**src/rtl/tv_pkg.sv**
```systemverilog
// Shared TV timing package: zone encoding, PAL default timing, NTSC alternates,
// and the half-line limit helper used by the counters and the zone decoder.
package tv_pkg;

  typedef enum logic [1:0] {
    BROAD   = 2'd0,
    EQ_POST = 2'd1,
    ACTIVE  = 2'd2,
    EQ_PRE  = 2'd3
  } zone_e;

  // Plain-vector zone codes for state compares in legacy-style logic
  localparam logic [1:0] Z_BROAD   = BROAD;
  localparam logic [1:0] Z_EQ_POST = EQ_POST;
  localparam logic [1:0] Z_ACTIVE  = ACTIVE;
  localparam logic [1:0] Z_EQ_PRE  = EQ_PRE;

  // PAL timing in 24 MHz-ish clocks
  localparam int PAL_HALFLINE  = 768;
  localparam int PAL_FIELD_HL  = 625;
  localparam int PAL_HSYNC_W   = 114;
  localparam int PAL_NARROW_W  = 56;
  localparam int PAL_BROAD_W   = 655;
  localparam int PAL_BURST_ST  = 138;
  localparam int PAL_BURST_LEN = 75;
  localparam int PAL_BLANK_END = 249;
  localparam int PAL_BLANK_ST  = 1496;

  // NTSC alternates
  localparam int NTSC_HALFLINE = 762;
  localparam int NTSC_FIELD_HL = 525;

  // Last half-line index of a field: interlaced fields carry one extra half-line
  function automatic logic [10:0] hl_limit(input logic il, input int field_hl);
    return il ? 11'(field_hl - 1) : 11'(field_hl - 2);
  endfunction

endpackage

```
**src/rtl/tv_zone_fsm.sv**
```systemverilog
// Vertical zone decode: classifies the current half-line into broad pulses,
// post-equalising, active picture or pre-equalising, relative to the field limit.
module tv_zone_fsm
  import tv_pkg::*;
(
  input  logic [10:0] halfline,
  input  logic [10:0] limit,
  output logic [1:0]  zone
);

  // Zone follows the half-line index; the last seven half-lines are pre-equalising
  always_comb begin
    zone = Z_ACTIVE;
    if (halfline < 11'd5)
      zone = Z_BROAD;
    else if (halfline < 11'd10)
      zone = Z_EQ_POST;
    else if (halfline > limit - 11'd7)
      zone = Z_EQ_PRE;
  end

endmodule

```
**src/rtl/tv_sync_gen.sv**
```systemverilog
// Composite TV sync generator: pixel/half-line/line counters, vertical zone
// decode and registered sync, blank, burst and strobe outputs.
// Optional feature macro: TV_SYNC_GEN_EXTRESYNC_EN (falling edge of vsync_ext
// forces a field boundary).
module tv_sync_gen
  import tv_pkg::*;
#(
  parameter int HALFLINE  = PAL_HALFLINE,
  parameter int FIELD_HL  = PAL_FIELD_HL,
  parameter int HSYNC_W   = PAL_HSYNC_W,
  parameter int NARROW_W  = PAL_NARROW_W,
  parameter int BROAD_W   = PAL_BROAD_W,
  parameter int BURST_ST  = PAL_BURST_ST,
  parameter int BURST_LEN = PAL_BURST_LEN,
  parameter int BLANK_END = PAL_BLANK_END,
  parameter int BLANK_ST  = PAL_BLANK_ST
)(
  input  logic        clk24,
  input  logic        reset,
  input  logic        ce,
  input  logic        interlace,
  input  logic        fieldalt,
  input  logic        vsync_ext,
  output logic        tv_sync,
  output logic        tv_blank,
  output logic        tv_burst,
  output logic [10:0] halfline,
  output logic [10:0] pixel,
  output logic        field,
  output logic        v_switch,
  output logic        field_start,
  output logic        line_start
);

  localparam logic [10:0] PIX_MAX  = 11'(HALFLINE - 1);
  localparam logic [10:0] LPOS_MAX = 11'(2 * HALFLINE - 1);
  localparam logic [10:0] BROAD_C  = 11'(BROAD_W);
  localparam logic [10:0] NARROW_C = 11'(NARROW_W);
  localparam logic [10:0] HSYNC_C  = 11'(HSYNC_W);
  localparam logic [10:0] BURST_LO = 11'(BURST_ST);
  localparam logic [10:0] BURST_HI = 11'(BURST_ST + BURST_LEN);
  localparam logic [10:0] BEND_C   = 11'(BLANK_END);
  localparam logic [10:0] BST_C    = 11'(BLANK_ST);

  logic [10:0] pix_c, hl_c, lpos_c, lpos_inc, limit;
  logic        field_c, il_q, fs_flag, ext_hit, end_hl, end_field;
  logic [1:0]  zone;
  logic        sync_c, blank_c, burst_c;

  // Field length is fixed by the interlace mode latched at the last boundary
  assign limit     = hl_limit(il_q, FIELD_HL);
  assign end_hl    = (pix_c == PIX_MAX);
  assign end_field = end_hl && (hl_c == limit);
  assign lpos_inc  = (lpos_c == LPOS_MAX) ? 11'd0 : lpos_c + 11'd1;

`ifdef TV_SYNC_GEN_EXTRESYNC_EN
  logic vs_d1, vs_d2, ext_pend;

  // Register vsync_ext and hold a detected falling edge until the next ce
  always_ff @(posedge clk24) begin
    if (reset) begin
      vs_d1    <= 1'b0;
      vs_d2    <= 1'b0;
      ext_pend <= 1'b0;
    end else begin
      vs_d1    <= vsync_ext;
      vs_d2    <= vs_d1;
      ext_pend <= ce ? 1'b0 : ext_hit;
    end
  end

  assign ext_hit = ext_pend | (vs_d2 & ~vs_d1);
`else
  logic unused_vsync;
  assign unused_vsync = vsync_ext;
  assign ext_hit      = 1'b0;
`endif

  tv_zone_fsm u_zone (
    .halfline (hl_c),
    .limit    (limit),
    .zone     (zone)
  );

  // Counter state: pixel within half-line, half-line within field, line position
  always_ff @(posedge clk24) begin
    if (reset) begin
      pix_c   <= 11'd0;
      hl_c    <= 11'd0;
      lpos_c  <= 11'd0;
      field_c <= 1'b0;
      il_q    <= interlace;
      fs_flag <= 1'b0;
    end else if (ce) begin
      if (ext_hit) begin
        pix_c   <= 11'd0;
        hl_c    <= 11'd0;
        lpos_c  <= 11'd0;
        field_c <= ~field_c;
        il_q    <= interlace;
        fs_flag <= 1'b1;
      end else begin
        pix_c   <= end_hl ? 11'd0 : pix_c + 11'd1;
        fs_flag <= end_field;
        if (end_field) begin
          hl_c    <= 11'd0;
          field_c <= ~field_c;
          il_q    <= interlace;
          // Progressive fields realign to a line start; interlaced ones keep phase
          lpos_c  <= interlace ? lpos_inc : 11'd0;
        end else begin
          if (end_hl)
            hl_c <= hl_c + 11'd1;
          lpos_c <= lpos_inc;
        end
      end
    end
  end

  // Sync, blank and burst decode from the current counter state
  always_comb begin
    sync_c = 1'b1;
    case (zone)
      Z_BROAD:            if (pix_c < BROAD_C)   sync_c = 1'b0;
      Z_EQ_POST, Z_EQ_PRE: if (pix_c < NARROW_C) sync_c = 1'b0;
      default:            if (lpos_c < HSYNC_C)  sync_c = 1'b0;
    endcase
    blank_c = (lpos_c < BEND_C) || (lpos_c > BST_C) || (zone != Z_ACTIVE);
    burst_c = (zone == Z_ACTIVE) && (lpos_c > BURST_LO) && (lpos_c < BURST_HI);
  end

  // Output register: one clock behind the counters, frozen while ce is low
  always_ff @(posedge clk24) begin
    if (reset) begin
      tv_sync     <= 1'b1;
      tv_blank    <= 1'b1;
      tv_burst    <= 1'b0;
      halfline    <= 11'd0;
      pixel       <= 11'd0;
      field       <= 1'b0;
      v_switch    <= 1'b0;
      field_start <= 1'b0;
      line_start  <= 1'b0;
    end else if (ce) begin
      tv_sync     <= sync_c;
      tv_blank    <= blank_c;
      tv_burst    <= burst_c;
      halfline    <= hl_c;
      pixel       <= pix_c;
      field       <= field_c;
      v_switch    <= hl_c[1] ^ (fieldalt & field_c);
      field_start <= fs_flag;
      line_start  <= (lpos_c == 11'd0);
    end else begin
      field_start <= 1'b0;
      line_start  <= 1'b0;
    end
  end

endmodule
```
**config.mk**
```make
export PLATFORM = sky130hd
export DESIGN_NAME = tv_sync_gen
export DESIGN_NICKNAME = d
export VERILOG_FILES = /design/src/rtl/tv_pkg.sv /design/src/rtl/tv_zone_fsm.sv /design/src/rtl/tv_sync_gen.sv
export SDC_FILE = /design/constraint.sdc
export NUM_CORES = 1
export LEC_CHECK = 0
export ABC_AREA = 1
export BUFFER_PORTS_ARGS = -buffer_cell sky130_fd_sc_hd__clkbuf_2
export CAP_MARGIN = 10
export CORE_MARGIN = 2
export CORE_UTILIZATION = 25
export DETAILED_ROUTE_END_ITERATION = 6
export GPL_TIMING_DRIVEN = 1
export PLACE_DENSITY = 0.38
export REMOVE_ABC_BUFFERS = 1
export SLEW_MARGIN = 20
export SYNTH_ARGS = -nofsm -noshare
export SYNTH_HDL_FRONTEND = slang
export SYNTH_HIERARCHICAL = 1
export SYNTH_SLANG_ARGS = --single-unit
```
**constraint.sdc**
```tcl
create_clock -name clk24 -period 6.95 [get_ports clk24]
set_input_delay 0.3475 -clock clk24 [delete_from_list [all_inputs] [get_ports clk24]]
set_output_delay 0.3475 -clock clk24 [all_outputs]
set_load 0.005 [all_outputs]
```
======== Yosys cells after proc, flatten, opt, wreduce, memory -nomap -nowiden ========
Cells that the tools add are included.
cells by class
  muxes and demuxes ....................... 17
  $add $sub $neg .......................... 4
  reductions and logical operators ........ 15
  magnitude comparators ................... 10
  eq/ne operators ......................... 7
  bitwise logic cells ..................... 4
operator list
  operator                                                                          number
  11-bit 2-to-1 mux                                                                 6
  11-bit by 1-bit adder with 11-bit output, second input constant                   3
  11-bit by 8-bit less-than comparator with 1-bit output, second input constant     2
  11-bit by 10-bit == test with 1-bit output                                        1
  11-bit by 10-bit == test with 1-bit output, second input constant                 1
  11-bit == test, second input constant                                             1
  11-bit greater-than comparator                                                    1
  11-bit greater-than comparator, second input constant                             1
  11-bit by 8-bit greater-than comparator with 1-bit output, second input constant  1
  11-bit logical NOT                                                                1
  11-bit by 10-bit less-than comparator with 1-bit output, second input constant    1
  11-bit by 3-bit less-than comparator with 1-bit output, second input constant     1
  11-bit by 4-bit less-than comparator with 1-bit output, second input constant     1
  11-bit by 6-bit less-than comparator with 1-bit output, second input constant     1
  11-bit by 7-bit less-than comparator with 1-bit output, second input constant     1
  10-bit by 3-bit subtractor with 11-bit output, second input constant              1
  1-bit 2-to-1 mux                                                                  7
  2-bit AND reduction                                                               3
  2-bit nonzero test                                                                3
  5-bit 2-to-1 mux                                                                  1
  2-bit == test, second input constant                                              2
  2-bit 2-to-1 mux                                                                  2
  2-bit OR reduction                                                                2
  1-bit logical AND                                                                 3
  other kinds (8)                                                                   10
word-level totals
  input port bits ......................... 6
  bits in registers ....................... 65
  logic and storage cells ................. 72
  output and inout port bits .............. 29

======== Depth between registers and ports, before layout ========
Gate-level depths: netlist of the first run.
  word-level depth ........................ 9
  mapped depth ............................ 23
  depth with buffers taken out ............ 23

======== Hierarchy ========
Netlist of the first run, hierarchy kept.
by module, submodules not included
  module       instances  sequential area each (µm²)  area an instance (µm²)  cells an instance
  tv_sync_gen  1          1311.3                      3188.1                  415
  tv_zone_fsm  1          0.0                         535.5                   89

======== Worst setup path before layout of the first run ========
OpenSTA, ideal clock, no wires.
  kind .................................... register -> register
  from .................................... register il_q
  to ...................................... register tv_sync
  setup slack ............................. 4.473 ns
  required time ........................... 6.835 ns
  data arrival time ....................... 2.362 ns
  period minus slack after synthesis ...... 2.477 ns
  stages on the path, launching flop included .. 19
  path through ............................ edfxtp_1 inv_1 ha_1 a21oi_2 xnor2_1 ha_1 nand2_1 inv_1 nand2_1 nor2_1 nand2_1 nand3_1 nand2_1 a21oi_1 inv_1 nor3_1 a31oi_1 nand3_1 nand2_1
on the way
  word-level cells in the longest chain between the ends .. 9
ends and longest elaborated chain
  item                                                                              line                RTL
  start, declared                                                                   tv_sync_gen.sv:46   logic field_c, il_q, fs_flag, ext_hit, end_hl, end_field;
  start signal, assigned                                                            tv_sync_gen.sv:92   il_q <= interlace;
  start signal, assigned                                                            tv_sync_gen.sv:100  il_q <= interlace;
  start signal, assigned                                                            tv_sync_gen.sv:108  il_q <= interlace;
  5-bit 2-to-1 mux (*)                                                              tv_pkg.sv:35        return il ? 11'(field_hl - 1) : 11'(field_hl - 2);
  via limit[0]                                                                      tv_sync_gen.sv:45   logic [10:0] pix_c, hl_c, lpos_c, lpos_inc, limit;
  10-bit by 3-bit subtractor with 11-bit output (*)                                 tv_zone_fsm.sv:18   else if (halfline > limit - 11'd7)
  11-bit greater-than comparator (*)                                                tv_zone_fsm.sv:18
  1-bit 2-to-1 mux (*)                                                              tv_zone_fsm.sv:18
  2-bit 2-to-1 mux (*)                                                              tv_zone_fsm.sv:16   else if (halfline < 11'd10)
  2-bit 2-to-1 mux (*)                                                              tv_zone_fsm.sv:14   if (halfline < 11'd5)
  via zone[0]                                                                       tv_sync_gen.sv:47   logic [1:0] zone;
  2-bit by 1-bit == test with 1-bit output / 2-bit == test (equally long branches)  tv_sync_gen.sv:123  case (zone)
  2-bit OR reduction                                                                tv_sync_gen.sv:123
  1-bit one-hot mux with 2 select lines (*)                                         tv_sync_gen.sv:123
  end signal, assigned                                                              tv_sync_gen.sv:145  tv_sync <= sync_c;
  end, declared                                                                     tv_sync_gen.sv:24   output logic tv_sync,
The timed path passes the listed nets; every way through them passes the cells marked *.
A chain may end at the register's enable or synchronous reset.

======== Worst setup path after layout of the first run ========
Same ends and word-level chain as after synthesis.

==> results of run 1 <==
logic make-up (layout without fill, tap and decap cells):
group,count (synthesis),count (layout),share of synthesized area [%]
buf+inv,79,118,8.60
simple gates,244,244,32.8
flops,65,65,35.2
fa+ha+maj,16,16,5.38
xor+xnor,21,21,4.94
compound gates,77,77,12.9
other cells,2,14,0.202
worst register-to-register path: stages (launching register included):
cell	delay, ns
edfxtp_1	0.47
inv_1	0.33
ha_1	0.28
a21oi_2	0.09
xnor2_1	0.15
ha_1	0.29
nand2_1	0.07
inv_1	0.03
nand2_1	0.07
nor2_1	0.04
nand2_1	0.05
nand3_1	0.06
nand2_1	0.10
a21oi_1	0.09
inv_1	0.12
nand2_1	0.11
nor3_1	0.19
nand3_1	0.10
nand3_1	0.11
nand2_1	0.05
registers in the layout, indices dropped and copies added, names as in the netlist:
| signal | flops |
|---|---|
| tv_blank | 1 |
| lpos_c | 11 |
| tv_burst | 1 |
| fs_flag | 1 |
| pixel | 11 |
| field | 1 |
| halfline | 11 |
| field_c | 1 |
| field_start | 1 |
| tv_sync | 1 |
| il_q | 1 |
| v_switch | 1 |
| pix_c | 11 |
| line_start | 1 |
| hl_c | 11 |
path summary, 6_finish.rpt:
check / slack, ns / startpoint / to / cells after the start
max: 4.02 / il_q$_DFFE_PP_ / tv_sync$_SDFFE_PP1P_ / 19
min: 0.21 / interlace / il_q$_DFFE_PP_ / 1
max reg2reg: 4.02 / il_q$_DFFE_PP_ / tv_sync$_SDFFE_PP1P_ / 19
min reg2reg: 0.45 / fs_flag$_SDFFE_PP0P_ / field_start$_SDFF_PP0_ / 2
per-layer routing:
layer	share of wire [%]	global-route usage, %	wire, um	up-vias
li1	-	-	-	1725
met1	48	15.7	4600	1503
met2	47	21.1	4490	45
met3	2.6	2.25	243	12
met4	1.7	5.04	163	0
met5	0	0	0	-
cell type report:
cell class / count / area [um^2] / area share, %
multi-input cells: 372 / 2140 / 48.3
flip-flops and latches: 65 / 1310 / 29.7
inverters: 67 / 256 / 5.80
clock buffers: 10 / 239 / 5.41
well taps: 184 / 230 / 5.21
repair buffers: 35 / 180 / 4.08
clock inverters: 6 / 66.3 / 1.50
where the power goes:
| part | leakage, nW | internal (mW) | total, mW | switching [mW] |
|---|---|---|---|---|
| combinational | 1.16 | 0.0231 | 0.0694 | 0.0463 |
| sequential | 0.528 | 0.381 | 0.387 | 0.00648 |
| clock | 0.149 | 0.288 | 0.460 | 0.173 |
placed cells by master (no fill, tap or decap), types with 6 or more instances in the layout:
master,netlist,final
clkbuf_2,0,33
a21oi_1,19,19
nor2_2,8,8
ha_1,16,16
nor2_1,50,50
nand4_1,12,12
nor2_4,6,6
inv_1,62,62
o21ai_0,27,27
nor3_1,19,19
nand3_1,26,26
nand2_2,6,6
clkbuf_16,0,9
dfxtp_1,64,64
conb_1,2,14
xor2_1,17,17
nand2_1,102,102
a21oi_2,11,11
==> key figures, run 1 <==
Floorplan
  – Die height: 126 um
  – FP Rows: 44
  – Initial Util: 25.6%
  – Core Footprint: 14,500 um^2
  – IO Count: 35
  – Die extent in x: 126 um
  – Die footprint: 15,900 um^2

Logic synthesis
  – Netlist cell types: 43
  – Sequential area share after synthesis: 35.2%
  – Syn Area/Cell: 7.39 um^2
  – Yosys reg bits: 65
  – Commonest cells post-synth: nand2_1 (102), dfxtp_1 (64), inv_1 (62)
  – EDFF count, synth: 1
  – Post-Syn Area: 3720 um^2
  – Synth warn: 6
  – Ys async rst share: 0%
  – Post-Synthesis Cells: 504
  – Most frequent cell after synthesis: nand2_1
  – Ys flop type: dfxtp_1
  – Top cell type by total area after synthesis: dfxtp_1
  – Top area cells in the synthesized netlist: dfxtp_1 (34%), nand2_1 (10%), inv_1 (6.3%), ha_1 (5.4%), nor2_1 (5.0%)
  – Synth top area share: 34.4%

Setup path
  – Buffers and inverters on the worst path: 3
  – Worst EP required: 7.18 ns
  – Critical path class: flop to flop
  – CP max FO: 11
  – Crit start category: flop
  – Most common cell on crit path: nand2_1
  – Setup crit end kind: flop
  – Delay-heaviest family, CP: simple AND/OR/NAND/NOR gates
  – Crit path cell chain: inv_1, ha_1, a21oi_2, xnor2_1, ha_1, nand2_1, inv_1, nand2_1, nor2_1, nand2_1, nand3_1, nand2_1, a21oi_1, inv_1, nand2_1, nor3_1, nand3_1, nand3_1, nand2_1
  – Worst path max stage delay: 0.47 ns
  – Arr. time, crit path: 3.16 ns
  – Slowest-stage cell, CP: edfxtp_1

Clock tree
  – CTS clk-pin slew, worst paths: 0.06 ns
  – Inserted Clock Buffers: 9
  – Longest Clk Path Bufs: 2
  – TritonCTS clock tree: built
  – Setup bufs post-CTS: 0
  – Post-cts sizing count: 0
  – CTS root buf: clkbuf_16
  – CTS Sinks: 65
  – CTS Hold Bufs: 0
  – H-Tree Depth: 3
  – Clk Latency, worst-skew pair: 0.34 ns

Global route
  – Grt ovf: 0
  – Vias in the first global route: 3,149
  – Largest net degree at the start of global routing: 30
  – First-pass GRT wire length: 15,700 um
  – Tot GR Track Use: 12.5%
  – Initial antenna violation count: 0

Final layout
  – Design area: 4420 um^2
  – Fill cell count: 1,631
  – Share of post-route cells with drive strength above 1: 18.2%
  – Antenna diode count: 0
  – NumNets Final: 572
  – Post-route insts no fill: 739
  – Post-Route Utilization: 30.4%
  – Layout area overhead: 18.7%

Routing
  – Via-per-instance ratio: 4.45
  – Via Count: 3,285
  – ANT nets after route: 0
  – DRC: 0
  – 1st-pass router iterations: 4
  – Drt total wl: 9500 um
  – Avg WL per Cell: 12.9 um
  – DRT iter0 DRCs: 184

Pwr
  – Power consumption: 917 uW
  – Leakage: 1.83 nW
  – VDD IR-drop max: 0.0000802 V
  – PwrDens: 207 nW/um^2

Timing
  – Clk_skew: 0.0126 ns
  – Crit path time final: 2.93 ns
  – Worst-margin pin slew: 0.745 ns
  – Hold Violations, Final: 0
  – Unrepaired setup endpoints after global routing: no
  – Setup slack after layout: 4.02 ns
  – Max Fclk: 0.341 GHz
  – Worst hold margin: 0.212 ns
  – Slew headroom: 50.3%
  – Final max-slew violation count: 0
  – Tcrit/Tclk final: 42.2%
  – Sum of negative setup slack: 0 ns
  – Final setup violation count: 0

Hold path
  – Hold crit path type: primary input to flop

Placement
  – Placed cell area: 4120 um^2
  – Gpl congestion: 0.825
  – PortBufs: 33
  – Post-Place Cells: 723
  – Dpl hpwl: 7310 um
  – Dpl ws: 3.99 ns

Flow run
  – # Max-Cap Violations: 0

Run status
  – Outcome: finished, final reports clean
Power figures use the tool's default switching activity.
==> run 2: changes to the inputs <==
Settings changed: ABC_AREA 1 to 0.
Clock period 6.95 ns to 2.8 ns, I/O delays scaled along.
==> run 2 against run 1 <==
Against the previous run: sequential power grew 150%; first-iteration DRC count shrank 4.3%; critical path depth shrank 7; sequential cell count is the same; critical endpoint unchanged; the run now ends with negative setup slack left; non-clock buffer count grew 29; wire length grew 0.19%; sequential share of layout area shrank 0.57 points; final cell count shrank 11%; worst hold slack lost 0.098 ns.
==> key figures, run 2 <==
Clock tree
  – CTS Hold Bufs: 0
  – Clk Latency, worst-skew pair: 0.34 ns
  – TritonCTS clock tree: built
  – Inserted Clock Buffers: 9
  – CTS Sinks: 65
  – Longest Clk Path Bufs: 2
  – CTS root buf: clkbuf_16
  – H-Tree Depth: 3
  – CTS clk-pin slew, worst paths: 0.06 ns

Setup path
  – Slowest-stage cell, CP: or4b_4
  – Setup crit end kind: flop
  – Delay-heaviest family, CP: compound AO/OA/AOI/OAI gates
  – Buffers and inverters on the worst path: 1
  – Register-to-register setup slack: -0.36 ns
  – Worst EP required: 3.03 ns
  – CP max FO: 8
  – Crit path cell chain: clkinv_4, a311oi_4, xnor2_1, ha_1, and4_4, nand4_1, o21ai_0, a31oi_2, or4b_4, o41ai_4, a31oi_1, a221o_1
  – Worst path max stage delay: 0.50 ns
  – Arr. time, crit path: 3.38 ns
  – Critical path class: flop to flop
  – Crit start category: flop

Logic synthesis
  – Netlist cell types: 57
  – Synth warn: 6
  – Ys flop type: dfxtp_1
  – Synth top area share: 36.5%
  – Multiplexer share of the synthesized area: 6.84%
  – Sequential area share after synthesis: 37.3%
  – Post-Syn Area: 3510 um^2
  – Synth Area in Simple Gates: 27.6%
  – Post-synthesis xor/xnor area fraction: 6.73%
  – Top cell type by total area after synthesis: dfxtp_1
  – Top area cells in the synthesized netlist: dfxtp_1 (36%), mux2i_1 (6.8%), ha_1 (5.7%), xnor2_1 (3.7%), nor2_1 (3.6%)
  – Largest family of logic cells by synthesized area: simple AND/OR/NAND/NOR gates
  – Most frequent cell after synthesis: dfxtp_1
  – Yosys reg bits: 65
  – Commonest cells post-synth: dfxtp_1 (64), nor2_1 (34), nand2_1 (30)
  – Syn Area/Cell: 8.67 um^2
  – Complex-gate fraction of the synthesized area: 11.5%
  – Post-Synthesis Cells: 405
  – Synth Area in Adders: 5.70%
  – EDFF count, synth: 1
  – Ys async rst share: 0%

Timing
  – Unrepaired setup endpoints after global routing: yes
  – Max Fclk: 0.317 GHz
  – Setup slack after layout: -0.357 ns
  – Final setup violation count: 3
  – Crit path time final: 3.16 ns
  – Tcrit/Tclk final: 113%
  – Worst-margin pin slew: 0.688 ns
  – Hold Violations, Final: 0
  – Clk_skew: 0.00847 ns
  – Slew headroom: 54.1%
  – Final max-slew violation count: 0

Final layout
  – Most frequent cells in the layout: dfxtp_1 (64), nor2_1 (34), clkbuf_2 (33)
  – Share of post-route cells with drive strength above 1: 21.8%
  – Most common cell after layout, fill and taps aside: dfxtp_1
  – Antenna diode count: 0
  – NumNets Final: 494
  – Post-Route Utilization: 32.6%
  – Layout area overhead: 28.3%

Routing
  – Via Count: 3,131
  – ANT nets after route: 0
  – 1st-pass router iterations: 6
  – Avg WL per Cell: 14.5 um
  – DRT iter0 DRCs: 176
  – Drt total wl: 9520 um
  – DRC: 0
  – Via-per-instance ratio: 4.77

Pwr
  – Leakage: 1.73 nW
  – Power consumption: 2.30 mW
  – VDD IR-drop max: 0.000306 V
  – PwrDens: 511 nW/um^2

Run status
  – Outcome: finished with violations
  – Violated checks: negative setup slack

Global route
  – Tot GR Track Use: 13.7%
  – First-pass GRT wire length: 15,900 um
  – Largest net degree at the start of global routing: 41
  – Initial antenna violation count: 0
  – Grt ovf: 0
  – Vias in the first global route: 3,075

Floorplan
  – Core Footprint: 13,800 um^2
  – Die footprint: 15,000 um^2
  – Die extent in x: 123 um
  – Initial Util: 25.4%
  – IO Count: 35
  – FP Rows: 43
  – Die height: 123 um

Hold path
  – Hold crit path type: primary input to flop

Placement
  – Gpl congestion: 0.787
  – Dpl hpwl: 6650 um
  – PortBufs: 33

Flow run
  – # Max-Cap Violations: 0
==> run 2: changes by cell type after synthesis, sizes merged, moves of 13 or more <==
cell,delta
nor2,-31
o21ai,-15
nand3,-17
inv,-54
mux2i,+24
nand2,-79
clkbuf,+13
==> run 2: routing by layer <==
metal	up-vias	share of wire (%)	wire, um	GRT usage (%)
met4	0	1.3	123	4.45
met5	-	0	0	0
li1	1612	-	-	-
met2	50	45	4320	21.3
met1	1457	50	4740	18.6
met3	12	3.5	331	3.30
==> run 2: power breakdown <==
group	internal (mW)	switching, mW
Sequential	0.939	0.0125
Combinational	0.0803	0.102
Clock	0.715	0.452
Total	1.73	0.567
==> run 2: cell type report <==
cell class                      instances  area [um^2]
Clock buffer                           10          239
Clock inverter                          6         65.1
Fill cell                            1445         9320
Inverter                               12         50.0
Multi-Input combinational cell        320         2210
Sequential cell                        65         1310
Tap cell                              180          225
Timing Repair Buffer                   64          409
==> run 2: repair_timing <==
action / 4_1_cts / 5_1_grt
endpoints found under the setup margin: 3 / 3
hold endpoints to repair: 0 / 0
gates resized for setup: 20 / 2
buffers inserted: 4 / 1
pin swaps: 13 / 6
gates cloned: 0 / 0
==> run 2: worst paths after layout <==
| kind | startpoint | to | depth (start not counted) |
|---|---|---|---|
| worst max-delay path | il_q$_DFFE_PP_ | tv_sync$_SDFFE_PP1P_ | 12 |
| worst min-delay path | interlace | il_q$_DFFE_PP_ | 1 |
| worst max register to register | il_q$_DFFE_PP_ | tv_sync$_SDFFE_PP1P_ | 12 |
| worst min register to register | fs_flag$_SDFFE_PP0P_ | fs_flag$_SDFFE_PP0P_ | 2 |
==> run 2: logic make-up (layout without fill, tap and decap cells) <==
group / count (synthesis) / after routing
AO/OA/AOI/OAI: 64 / 64
XOR/XNOR: 27 / 27
adder cells (fa/ha/maj): 16 / 16
buffers and inverters: 36 / 92
flip-flops: 65 / 65
multiplexers: 24 / 24
other: 2 / 18
AND/OR/NAND/NOR: 171 / 171
==> run 2: per-stage QoR <==
| stage | hold slack, ns | TNS [ns] | cells | worst slack, ns | cell area [um^2] |
|---|---|---|---|---|---|
| 3_3_place_gp | 0.454 | -1.06 | 636 | -0.618 | 4060 |
| 5_1_grt | 0.117 | -1.41 | 657 | -0.493 | 4510 |
| 3_5_place_dp | 0.453 | -1.23 | 636 | -0.747 | 4060 |
| 6_report | 0.114 | -0.916 | 657 | -0.357 | 4510 |
| 2_1_floorplan | 0.209 | -0.820 | 397 | -0.792 | 3470 |
| 4_1_cts | 0.123 | -1.01 | 656 | -0.433 | 4490 |
==> run 3: changes to the inputs <==
==> constraint.sdc (replaced) <==
create_clock -name clk24 -period 2.8 [get_ports clk24]
set_input_delay 0.7 -clock clk24 [delete_from_list [all_inputs] [get_ports clk24]]
set_output_delay 0.7 -clock clk24 [all_outputs]
set_load 0.005 [all_outputs]
==> run 3 against run 2 <==
Against the previous run: the run still ends with negative setup slack left; critical path depth up 2; die area unchanged; total power shrank 4.7%; worst hold slack better by 0.34 ns; critical path type unchanged.
==> key figures, run 3 (synthesized netlist as in run 2, its figures left out) <==
Run status
  – Outcome: finished with violations
  – Violated checks: negative setup slack

Timing
  – Final setup violation count: 3
  – Worst hold margin: 0.451 ns
  – Sum of negative setup slack: -0.778 ns
  – Clk_skew: 0.00861 ns
  – Worst-margin pin slew: 0.687 ns
  – Tcrit/Tclk final: 114%
  – Setup slack after layout: -0.395 ns
  – Max Fclk: 0.313 GHz
  – Final max-slew violation count: 0
  – Unrepaired setup endpoints after global routing: yes
  – Slew headroom: 54.2%
  – Crit path time final: 3.20 ns
  – Hold Violations, Final: 0

Final layout
  – NumNets Final: 499
  – Register area: 1310 um^2
  – Share of post-route cells with drive strength above 1: 23.2%
  – Design area: 4560 um^2
  – Antenna diode count: 0
  – Most common cell after layout, fill and taps aside: dfxtp_1
  – Multi-input gate area: 2250 um^2
  – Most frequent cells in the layout: dfxtp_1 (64), nor2_1 (34), clkbuf_2 (33)
  – Layout area overhead: 29.9%
  – Fill cell count: 1,449

Floorplan
  – IO Count: 35
  – Die height: 123 um
  – Die footprint: 15,000 um^2
  – Core Footprint: 13,800 um^2
  – FP Rows: 43
  – Die extent in x: 123 um
  – Initial Util: 25.4%

Routing
  – Via-per-instance ratio: 4.80
  – Avg WL per Cell: 14.5 um
  – 1st-pass router iterations: 4
  – Via Count: 3,177
  – ANT nets after route: 0
  – DRC: 0
  – Drt total wl: 9610 um
  – DRT iter0 DRCs: 131

Setup path
  – Setup crit end kind: flop
  – Critical path class: flop to flop
  – FF-to-FF End: tv_sync$_SDFFE_PP1P_
  – Worst path max stage delay: 0.49 ns
  – Worst EP required: 3.03 ns
  – Delay-heaviest family, CP: compound AO/OA/AOI/OAI gates
  – Crit path depth: 14
  – R2R depth: 14
  – CP max FO: 7
  – Register-to-register setup slack: -0.40 ns
  – Buffers and inverters on the worst path: 2
  – RR Startpoint: il_q$_DFFE_PP_
  – Crit path cell chain: clkinv_4, buf_12, ha_4, a21oi_2, xnor2_1, ha_1, and4_4, a21boi_2, o21ai_2, a31oi_4, or4b_4, o41ai_4, a31oi_1, a221o_1
  – Slowest-stage cell, CP: or4b_4
  – Crit start category: flop
  – Arr. time, crit path: 3.43 ns

Pwr
  – Switch share: 25.8%
  – Internal: 1.63 mW
  – Comb pwr share: 9.1%
  – Clock power frac: 47.6%
  – PwrDens: 481 nW/um^2
  – NetSw: 566 uW
  – Leakage: 1.74 nW
  – VDD IR-drop max: 0.000275 V
  – Seq pwr share: 43.4%

Clock tree
  – CTS Sinks: 65
  – Longest Clk Path Bufs: 2
  – H-Tree Depth: 3
  – Clk Latency, worst-skew pair: 0.34 ns
  – Inserted Clock Buffers: 9
  – CTS clk-pin slew, worst paths: 0.06 ns
  – CTS root buf: clkbuf_16
  – TritonCTS clock tree: built

Placement
  – Dpl hpwl: 6770 um
  – Gpl congestion: 0.779
  – Placed cell area: 4080 um^2
  – PortBufs: 33

Global route
  – Initial antenna violation count: 0
  – Grt ovf: 0
  – Largest net degree at the start of global routing: 41
  – Vias in the first global route: 3,153
  – Tot GR Track Use: 13.9%
  – First-pass GRT wire length: 16,000 um

Hold path
  – Hold crit path type: flop to flop
  – Min-Delay Endpoint: tv_burst$_SDFFE_PP0P_
  – Hold path cells: 2
  – Hold_sp: tv_burst$_SDFFE_PP0P_

Flow run
  – # Max-Cap Violations: 0
==> run 3: worst reg2reg max path, cell delays in order (launching register included) <==
cell	delay, ns
edfxtp_1	0.40
clkinv_4	0.13
buf_12	0.15
ha_4	0.16
a21oi_2	0.14
xnor2_1	0.08
ha_1	0.29
and4_4	0.23
a21boi_2	0.17
o21ai_2	0.08
a31oi_4	0.16
or4b_4	0.49
o41ai_4	0.22
a31oi_1	0.08
a221o_1	0.30
==> run 3: how the worst max path moves through the flow <==
stage / endpoint / slack [ns] / start
after floorplan: tv_sync$_SDFFE_PP1P_ / -0.79 / il_q$_DFFE_PP_
after global placement: tv_sync$_SDFFE_PP1P_ / -0.62 / il_q$_DFFE_PP_
after detailed placement: tv_sync$_SDFFE_PP1P_ / -0.70 / il_q$_DFFE_PP_
after CTS: tv_sync$_SDFFE_PP1P_ / -0.42 / il_q$_DFFE_PP_
after global routing: tv_sync$_SDFFE_PP1P_ / -0.59 / il_q$_DFFE_PP_
final: tv_sync$_SDFFE_PP1P_ / -0.40 / il_q$_DFFE_PP_
==> run 3: per-stage QoR <==
| stage | total power [mW] | worst slack, ns | utilization (%) | cells |
|---|---|---|---|---|
| 2_1_floorplan | 1.06 | -0.792 | - | 397 |
| 3_3_place_gp | 1.13 | -0.622 | 29.5 | 638 |
| 3_5_place_dp | 1.13 | -0.698 | 29.5 | 638 |
| 4_1_cts | 2.22 | -0.416 | 32.2 | 657 |
| 5_1_grt | 2.29 | -0.586 | 33.0 | 662 |
| 6_report | 2.19 | -0.395 | 33.0 | 662 |
==> run 3: timing repair <==
item	4_1_cts	5_1_grt
gates resized for setup	19	10
gates cloned	0	0
pin swaps	11	7
buffers inserted	3	5
hold buffers	0	0
setup endpoints to repair	3	3
==> run 3: power groups by stage <==
stage | Sequential (mW) | Combinational (mW) | Clock [mW]
floorplan | 0.972 | 0.0862 | 0
global placement | 0.971 | 0.159 | 0
detailed placement | 0.972 | 0.161 | 0
CTS | 0.952 | 0.183 | 1.08
global route | 0.954 | 0.222 | 1.12
finish | 0.952 | 0.199 | 1.04
==> run 3: metal layers <==
metal  track usage, %  share of wire [%]  vias to the layer above  routed length [um]
li1                 -                  -                     1608                   -
met1             18.4                 49                     1500                4680
met4             4.89                1.3                        0                 123
met3             3.72                4.0                       11                 388
met2             21.7                 46                       58                4420
met5                0                  0                        -                   0
==> run 3: area by class of cell <==
class | instances | share of cell area (%)
Tap cell | 180 | 4.94
Timing Repair Buffer | 69 | 10.1
Clock inverter | 7 | 0.987
Inverter | 12 | 1.10
Sequential cell | 65 | 28.7
Multi-Input combinational cell | 320 | 49.2
Clock buffer | 9 | 4.94
